===== config.mk =====
export PLATFORM = sky130hd
export DESIGN_NAME = tile_fetch_seq
export DESIGN_NICKNAME = d
export VERILOG_FILES = /design/src/rtl/tile_fetch_seq.sv
export SDC_FILE = /design/constraint.sdc
export NUM_CORES = 1
export LEC_CHECK = 0
export CORE_MARGIN = 4
export CORE_UTILIZATION = 40
export DETAILED_ROUTE_END_ITERATION = 8
export PLACE_DENSITY_LB_ADDON = 0.1
export SKIP_CTS_REPAIR_TIMING = 1
export SLEW_MARGIN = 20
export SYNTH_ARGS = -nofsm -noshare
export SYNTH_HDL_FRONTEND = slang
export SYNTH_SLANG_ARGS = --single-unit

===== constraint.sdc =====
create_clock -name clk -period 1.1 [get_ports clk]
set_input_delay 0.33 -clock clk [delete_from_list [all_inputs] [get_ports clk]]
set_output_delay 0.33 -clock clk [all_outputs]
set_load 0.01 [all_outputs]

===== src/rtl/tile_fetch_seq.sv =====
// tile_fetch_seq: per-slot VRAM/graphics-ROM fetch sequencer feeding the 2-plane serializer.
// Optional build macro FLIPY_EN: honour vram_data[12] as a vertical tile flip.
module tile_fetch_seq #(
  parameter int unsigned COLS        = 32,
  parameter logic [2:0]  BLANK_COLOR = 3'd0
) (
  input  logic        clk,
  input  logic        n_clr,
  input  logic        pix_ce,
  input  logic [8:0]  hcnt,
  input  logic [7:0]  vcnt,
  input  logic        vblank,
  output logic [9:0]  vram_addr,
  input  logic [15:0] vram_data,
  output logic [13:0] gfx_addr,
  input  logic [15:0] gfx_data,
  output logic        shift_ld,
  output logic [7:0]  d1_out,
  output logic [7:0]  d2_out,
  output logic        sel,
  output logic [2:0]  color_out
);

  // The slot phase is taken straight from hcnt, so an hcnt jump simply resyncs the sequence.
  typedef enum logic [2:0] {
    FETCH_NT = 3'd0,
    WAIT_NT  = 3'd1,
    LATCH_NT = 3'd2,
    FETCH_PT = 3'd3,
    WAIT_PT  = 3'd4,
    LATCH_PT = 3'd5,
    PRE_LOAD = 3'd6,
    LOAD     = 3'd7
  } phase_t;

  localparam logic [6:0] COLS_LIM = (COLS > 64) ? 7'd64 : 7'(COLS);

  phase_t      ph;
  logic [5:0]  next_col;
  logic [2:0]  line;

  logic        slot_valid, slot_valid_d;
  logic [10:0] pend_code, pend_code_d;
  logic        pend_flipx, pend_flipx_d;
  logic [2:0]  pend_color, pend_color_d;
  logic [7:0]  hold_p0, hold_p0_d;
  logic [7:0]  hold_p1, hold_p1_d;
  logic        hold_sel, hold_sel_d;
  logic [9:0]  vram_addr_d;
  logic [13:0] gfx_addr_d;
  logic        shift_ld_d;
  logic [2:0]  color_out_d;

  assign ph       = phase_t'(hcnt[2:0]);
  assign next_col = hcnt[8:3] + 6'd1;

`ifdef FLIPY_EN
  logic pend_flipy;

  always_ff @(posedge clk or negedge n_clr) begin
    if (!n_clr)                       pend_flipy <= 1'b0;
    else if (pix_ce && ph == LATCH_NT) pend_flipy <= vram_data[12];
  end

  assign line = pend_flipy ? ~vcnt[2:0] : vcnt[2:0];
`else
  logic unused_flipy;
  assign unused_flipy = vram_data[12];
  assign line         = vcnt[2:0];
`endif

  always_comb begin
    slot_valid_d = slot_valid;
    pend_code_d  = pend_code;
    pend_flipx_d = pend_flipx;
    pend_color_d = pend_color;
    hold_p0_d    = hold_p0;
    hold_p1_d    = hold_p1;
    hold_sel_d   = hold_sel;
    vram_addr_d  = vram_addr;
    gfx_addr_d   = gfx_addr;
    shift_ld_d   = shift_ld;
    color_out_d  = color_out;
    if (pix_ce) begin
      // Registered strobe: low for exactly the ph7 interval, whatever the ce rate.
      shift_ld_d = (ph != PRE_LOAD);
      case (ph)
        FETCH_NT: begin
          vram_addr_d  = {vcnt[7:3], next_col[4:0]};
          slot_valid_d = ({1'b0, next_col} < COLS_LIM) & ~vblank;
        end
        LATCH_NT: begin
          pend_code_d  = vram_data[10:0];
          pend_flipx_d = slot_valid & vram_data[11];
          pend_color_d = slot_valid ? vram_data[15:13] : BLANK_COLOR;
        end
        FETCH_PT: gfx_addr_d = {pend_code, line};
        LATCH_PT: begin
          hold_p0_d  = slot_valid ? gfx_data[7:0]  : 8'h00;
          hold_p1_d  = slot_valid ? gfx_data[15:8] : 8'h00;
          hold_sel_d = pend_flipx;
        end
        LOAD:     color_out_d = pend_color;
        default:  ;
      endcase
    end
  end

  always_ff @(posedge clk or negedge n_clr) begin
    if (!n_clr) begin
      slot_valid <= 1'b0;
      pend_code  <= '0;
      pend_flipx <= 1'b0;
      pend_color <= BLANK_COLOR;
      hold_p0    <= '0;
      hold_p1    <= '0;
      hold_sel   <= 1'b0;
      vram_addr  <= '0;
      gfx_addr   <= '0;
      shift_ld   <= 1'b1;
      color_out  <= BLANK_COLOR;
    end else begin
      slot_valid <= slot_valid_d;
      pend_code  <= pend_code_d;
      pend_flipx <= pend_flipx_d;
      pend_color <= pend_color_d;
      hold_p0    <= hold_p0_d;
      hold_p1    <= hold_p1_d;
      hold_sel   <= hold_sel_d;
      vram_addr  <= vram_addr_d;
      gfx_addr   <= gfx_addr_d;
      shift_ld   <= shift_ld_d;
      color_out  <= color_out_d;
    end
  end

  assign d1_out = hold_p0;
  assign d2_out = hold_p1;
  assign sel    = hold_sel;

endmodule

==> impl_metrics.ini, run 1 <==
[global_routing]
antenna_found_initial = 0
grt_pass1_wl_mm = 9.321
grt_max_degree = 35
grt_use_total_pct = 16.69
first_global_vias = 1877
gr-total-overflow = 0

[critical_path]
worstPathArrival_ps = 960
crit_chain = buf_6
crit_required_ps = 770
crit_slowest_cell = dfstp_2
critical-path-max-stage-delay_ps = 540
crit_fanout = 2
critPathTopFamily = flip-flops
path_class = reg2out
endpoint_kind = output pin
critPathLaunchType = flop
cp_num_buf_inv = 1

[timing]
rsz0062_at_grt = yes
fin_crit_ps = 1291
hold_viol_final = 0
fmax_ghz = 0.7743
finClkSkew_ps = 3.807
setup_violations = 53
tns_ps = -3002
slew_violations = 0
period_share_pct = 117.4
max-slew-margin-rel_pct = 80.66
fin_ws_ps = -191.4
worstMarginPinSlew_ps = 286.1

[layout]
multiInputGateArea_sq_um = 868.3
layout.nets = 404
layout-drive-gt1-share_pct = 41.08
final_core_util_pct = 65.69
layout.cells.non_filler = 428
nFillCells = 526
area_growth_pct = 60.44
antenna_cells = 0
regArea_sq_mm = 0.001528
final_area_sq_mm = 0.003866

[logic_synthesis]
avgSynthCellArea_sq_um = 11.64
syn-num-nets = 261
syn_inst = 207
ys_ff_latch = 61
ys_types = 23
seq_area_frac_synth_pct = 63.40
yosys_warnings = 0
synth_area_sq_mm = 0.002410

[detailed_routing]
routed_wl_mm = 6.032
first_pass_iters = 4
drtIter0Drc = 56
viasPerCell = 4.629
post_drt_wl_per_cell_microns = 14.09
drc_errors = 0
detail-route-antenna-nets = 0
vias = 1981

[hold_path]
worstHoldPathType = in2reg

[floorplan]
design.core.area_sq_mm = 0.005886
die_h_microns = 85.62
dieArea_sq_mm = 0.007330
ios = 98
row_count = 28
start_util_pct = 40.94
die_w_microns = 85.62

[placed_design]
dp_cells = 394
gp_congestion = 0.7488
post-dp-hpwl_mm = 4.331
io_buffer_count = 96
place_area_sq_mm = 0.003661

[clock_network]
clock_latency_ps = 330
clk_pin_slew_ps = 60
cts.sinks = 61
cts_tree = done
htree_levels = 3
cts_buffers = 9
cts_root_buf = clkbuf_8
clk_path_buf_depth = 2

[run_status]
status = complete, but fails checks
violations = setup timing

[power]
vdd_ir_drop_max_v = 0.0009525
power_density_mw_per_mm2 = 1600
leakagePower_nw = 1.915

[job]
maxCapViolCount = 0
per-stage QoR:
stage               power [mW]  setup slack, ps  hold WS (ps)
floorplan                3.540           -279.6         34.41
global placement         4.664           -711.7         155.3
detailed placement       4.711           -749.3         160.2
CTS                      6.435           -654.1        -204.8
global route             6.587           -223.2         329.6
finish                   6.187           -191.4         334.1
area by class of cell:
cell class | instances | area share [%]
Tap cell | 75 | 2.427
Clock inverter | 2 | 0.2589
Timing Repair Buffer | 142 | 31.23
Inverter | 1 | 0.09709
Sequential cell | 61 | 39.51
Clock buffer | 12 | 4.013
Multi-Input combinational cell | 135 | 22.46
layer usage:
layer	up-vias	wire length, microns	GRT usage (%)
met5	-	0	0
met4	0	121	8.633
met3	11	354	4.323
met2	53	2964	26.69
met1	936	2591	20.89
li1	981	-	-
cells in the final DEF, fill, tap and decap left out, types with 2 or more instances in the layout:
master and n:
buf_6 13, o21ai_1 3, mux2_2 28, xor2_1 2, clkdlybuf4s50_1 41, nand3_1 2, o21ai_0 21, nand2_1 64
clkbuf_2 41, nand4_1 2, buf_12 4, dlymetal6s2s_1 5, dfrtp_1 60, buf_4 35, clkinv_2 2, clkbuf_8 11
synthesized netlist by cell type:
library cell | number | area share (%)
nor4b_1 | 1 | 0.36
mux2_2 | 29 | 14
buf_2 | 4 | 0.83
nand4_1 | 2 | 0.52
o41ai_2 | 1 | 0.68
o21a_1 | 1 | 0.31
xnor2_1 | 1 | 0.36
nand4b_1 | 1 | 0.36
o21ai_1 | 1 | 0.21
nand2_1 | 65 | 10
ha_1 | 1 | 0.52
nor3_1 | 1 | 0.21
xor2_1 | 2 | 0.73
dfstp_2 | 1 | 1.1
dfrtp_1 | 60 | 62
o21ai_0 | 23 | 4.8
nand3_1 | 3 | 0.62
clkbuf_1 | 5 | 0.78
o32a_1 | 1 | 0.42
or4b_1 | 1 | 0.42
nand4bb_1 | 1 | 0.47
inv_1 | 1 | 0.16
clkbuf_2 | 1 | 0.21
state kept, by name (all words and copies together), names as in the netlist:
name,cells
gfx_addr,14
pend_code,11
vram_addr,10
d1_out,8
d2_out,8
color_out,3
pend_color,3
pend_flipx,1
sel,1
shift_ld,1
slot_valid,1
where the power goes:
group / internal [mW] / switching [mW] / total (mW)
combinational: 0.922 / 0.665 / 1.59
sequential: 2.69 / 0.234 / 2.92
clock: 0.907 / 0.768 / 1.68
path summary, 6_finish.rpt:
path / start / end / slack (ps) / cells after the start
max in group asynchronous: n_clr / pend_flipx$_DFFE_PN0P_ / 230 / 3
worst max register to register: slot_valid$_DFFE_PN0P_ / d2_out[0]$_DFFE_PN0P_ / 130 / 3
worst min-delay path: hcnt[2] / slot_valid$_DFFE_PN0P_ / 330 / 3
worst min register to register: pend_flipx$_DFFE_PN0P_ / pend_flipx$_DFFE_PN0P_ / 470 / 2
worst max-delay path: shift_ld$_DFFE_PN1P_ / shift_ld / -190 / 1
min in group asynchronous: n_clr / vram_addr[5]$_DFFE_PN0P_ / 350 / 2
cells by family after synthesis:
family	after synthesis	share of synthesized area, %
AND/OR/NAND/NOR	75	13.08
flip-flops	61	63.40
multiplexers	29	13.55
AO/OA/AOI/OAI	27	6.386
buffers and inverters	11	1.973
XOR/XNOR	3	1.091
adder cells (fa/ha/maj)	1	0.5191
(Power assumes the default switching activity.)
==> inputs of run 2 (changes only) <==
--- a/config.mk
+++ b/config.mk
@@ -6,8 +6,9 @@
 export NUM_CORES = 1
 export LEC_CHECK = 0
 export CORE_MARGIN = 4
-export CORE_UTILIZATION = 40
+export CORE_UTILIZATION = 43
 export DETAILED_ROUTE_END_ITERATION = 8
+export GPL_ROUTABILITY_DRIVEN = 0
 export PLACE_DENSITY_LB_ADDON = 0.1
 export SKIP_CTS_REPAIR_TIMING = 1
 export SLEW_MARGIN = 20
==> impl_metrics.ini, run 2 (same netlist as run 1, synthesis figures left out) <==
[layout]
final_area_sq_mm = 0.003924
layout.cells.non_filler = 423
reg_top3 = gfx_addr: 14 flops, pend_code: 11 flops, vram_addr: 10 flops
layout.nets = 402
final_common_cell = nand2_1
area_growth_pct = 62.82
final_cell_mix = nand2_1 (63), dfrtp_1 (60), clkbuf_2 (43), clkdlybuf4s50_1 (41), buf_4 (30)
layout-drive-gt1-share_pct = 41.93
largest-register = gfx_addr
largest_reg_flops = 14
antenna_cells = 0

[floorplan]
ios = 98
die_h_microns = 82.86
dieArea_sq_mm = 0.006866
row_count = 26
die_w_microns = 82.86
design.core.area_sq_mm = 0.005270
start_util_pct = 45.73

[clock_network]
cts_buffers = 9
clock_latency_ps = 330
cts_root_buf = clkbuf_8
clk_pin_slew_ps = 70
htree_levels = 3
clk_path_buf_depth = 2
cts.sinks = 61
cts_tree = done

[critical_path]
crit_slowest_cell = dfstp_2
critPathLaunchType = flop
crit_fanout = 2
crit_required_ps = 770
critPathTopFamily = flip-flops
critical-path-max-stage-delay_ps = 540
path_class = reg2out
cp_num_buf_inv = 1
endpoint_kind = output pin
crit_chain = buf_6
worstPathArrival_ps = 970

[detailed_routing]
viasPerCell = 4.757
post_drt_wl_per_cell_microns = 14.88
drtIter0Drc = 101
first_pass_iters = 4
detail-route-antenna-nets = 0
vias = 2012
routed_wl_mm = 6.296
drc_errors = 0

[timing]
fin_crit_ps = 1305
max-slew-margin-rel_pct = 78.15
finClkSkew_ps = 4.316
slew_violations = 0
rsz0062_at_grt = yes
hold_ws_ps = -1.828
fin_ws_ps = -204.9
hold_viol_final = 1
period_share_pct = 118.6
fmax_ghz = 0.7663
worstMarginPinSlew_ps = 327.7
setup_violations = 47

[power]
finalPower_mw = 6.803
leakagePower_nw = 1.933
power_density_mw_per_mm2 = 1734
vdd_ir_drop_max_v = 0.001473

[placed_design]
dp_cells = 389
io_buffer_count = 96
post-dp-hpwl_mm = 4.267
place_area_sq_mm = 0.003642

[hold_path]
worstHoldPathType = in2async

[global_routing]
grt_max_degree = 62
gr-total-overflow = 0
antenna_found_initial = 0
grt_pass1_wl_mm = 9.770
grt_use_total_pct = 17.70
first_global_vias = 2040

[job]
maxCapViolCount = 0

[run_status]
status = complete, but fails checks
violations = hold timing, setup timing
==> run 2: cell count changes in the layout (fill, tap and decap cells not counted), sizes merged <==
cell and delta:
dlygate4sd3 -1, bufinv +2, buf -4, clkbuf +2, clkinv -2, clkinvlp +3
==> run 2: area by class of cell <==
type | instances | area (sq um)
flip-flops and latches | 61 | 1528
fillers | 406 | 1346
repair buffers | 140 | 1200
multi-input cells | 135 | 870.8
clock buffers | 11 | 151.4
well taps | 70 | 87.58
clock inverters | 5 | 82.58
inverters | 1 | 3.754
==> run 2: where the power goes <==
group	switching [mW]	internal, mW	total, mW
Sequential	0.229	2.69	2.92
Combinational	0.686	0.915	1.60
Clock	0.886	1.40	2.28
==> run 2: per-stage QoR <==
stage | hold slack [ps] | setup WS (ps) | utilization [%] | TNS, ps
floorplan | 34.41 | -279.6 | - | -3281
global placement | 368.2 | -737.6 | 69.11 | -41610
detailed placement | 361.2 | -779.3 | 69.11 | -43290
CTS | 7.066 | -657.5 | 73.55 | -38920
global route | 33.16 | -218.3 | 74.45 | -5120
finish | -1.828 | -204.9 | 74.45 | -3298
==> run 2: layer usage <==
metal / vias to the layer above / part of all wire [%] / track usage, %
met4: 0 / 1.5 / 8.321
met3: 11 / 4.7 / 4.455
li1: 983 / - / -
met1: 963 / 41 / 20.54
met2: 55 / 52 / 30.54
met5: - / 0 / 0
==> run 2: final timing paths <==
path                            cells past startpoint                       end              startpoint  slack [ps]
worst max-delay path                                1                  shift_ld    shift_ld$_DFFE_PN1P_        -200
worst min register to register                      2     d1_out[0]$_DFFE_PN0P_   d1_out[0]$_DFFE_PN0P_         480
max in group asynchronous                           2      shift_ld$_DFFE_PN1P_                   n_clr         800
worst max register to register                      3     d2_out[5]$_DFFE_PN0P_  slot_valid$_DFFE_PN0P_         200
min in group clk                                    3    slot_valid$_DFFE_PN0P_                 hcnt[2]         340
worst min-delay path                                2  vram_addr[6]$_DFFE_PN0P_                   n_clr          -2
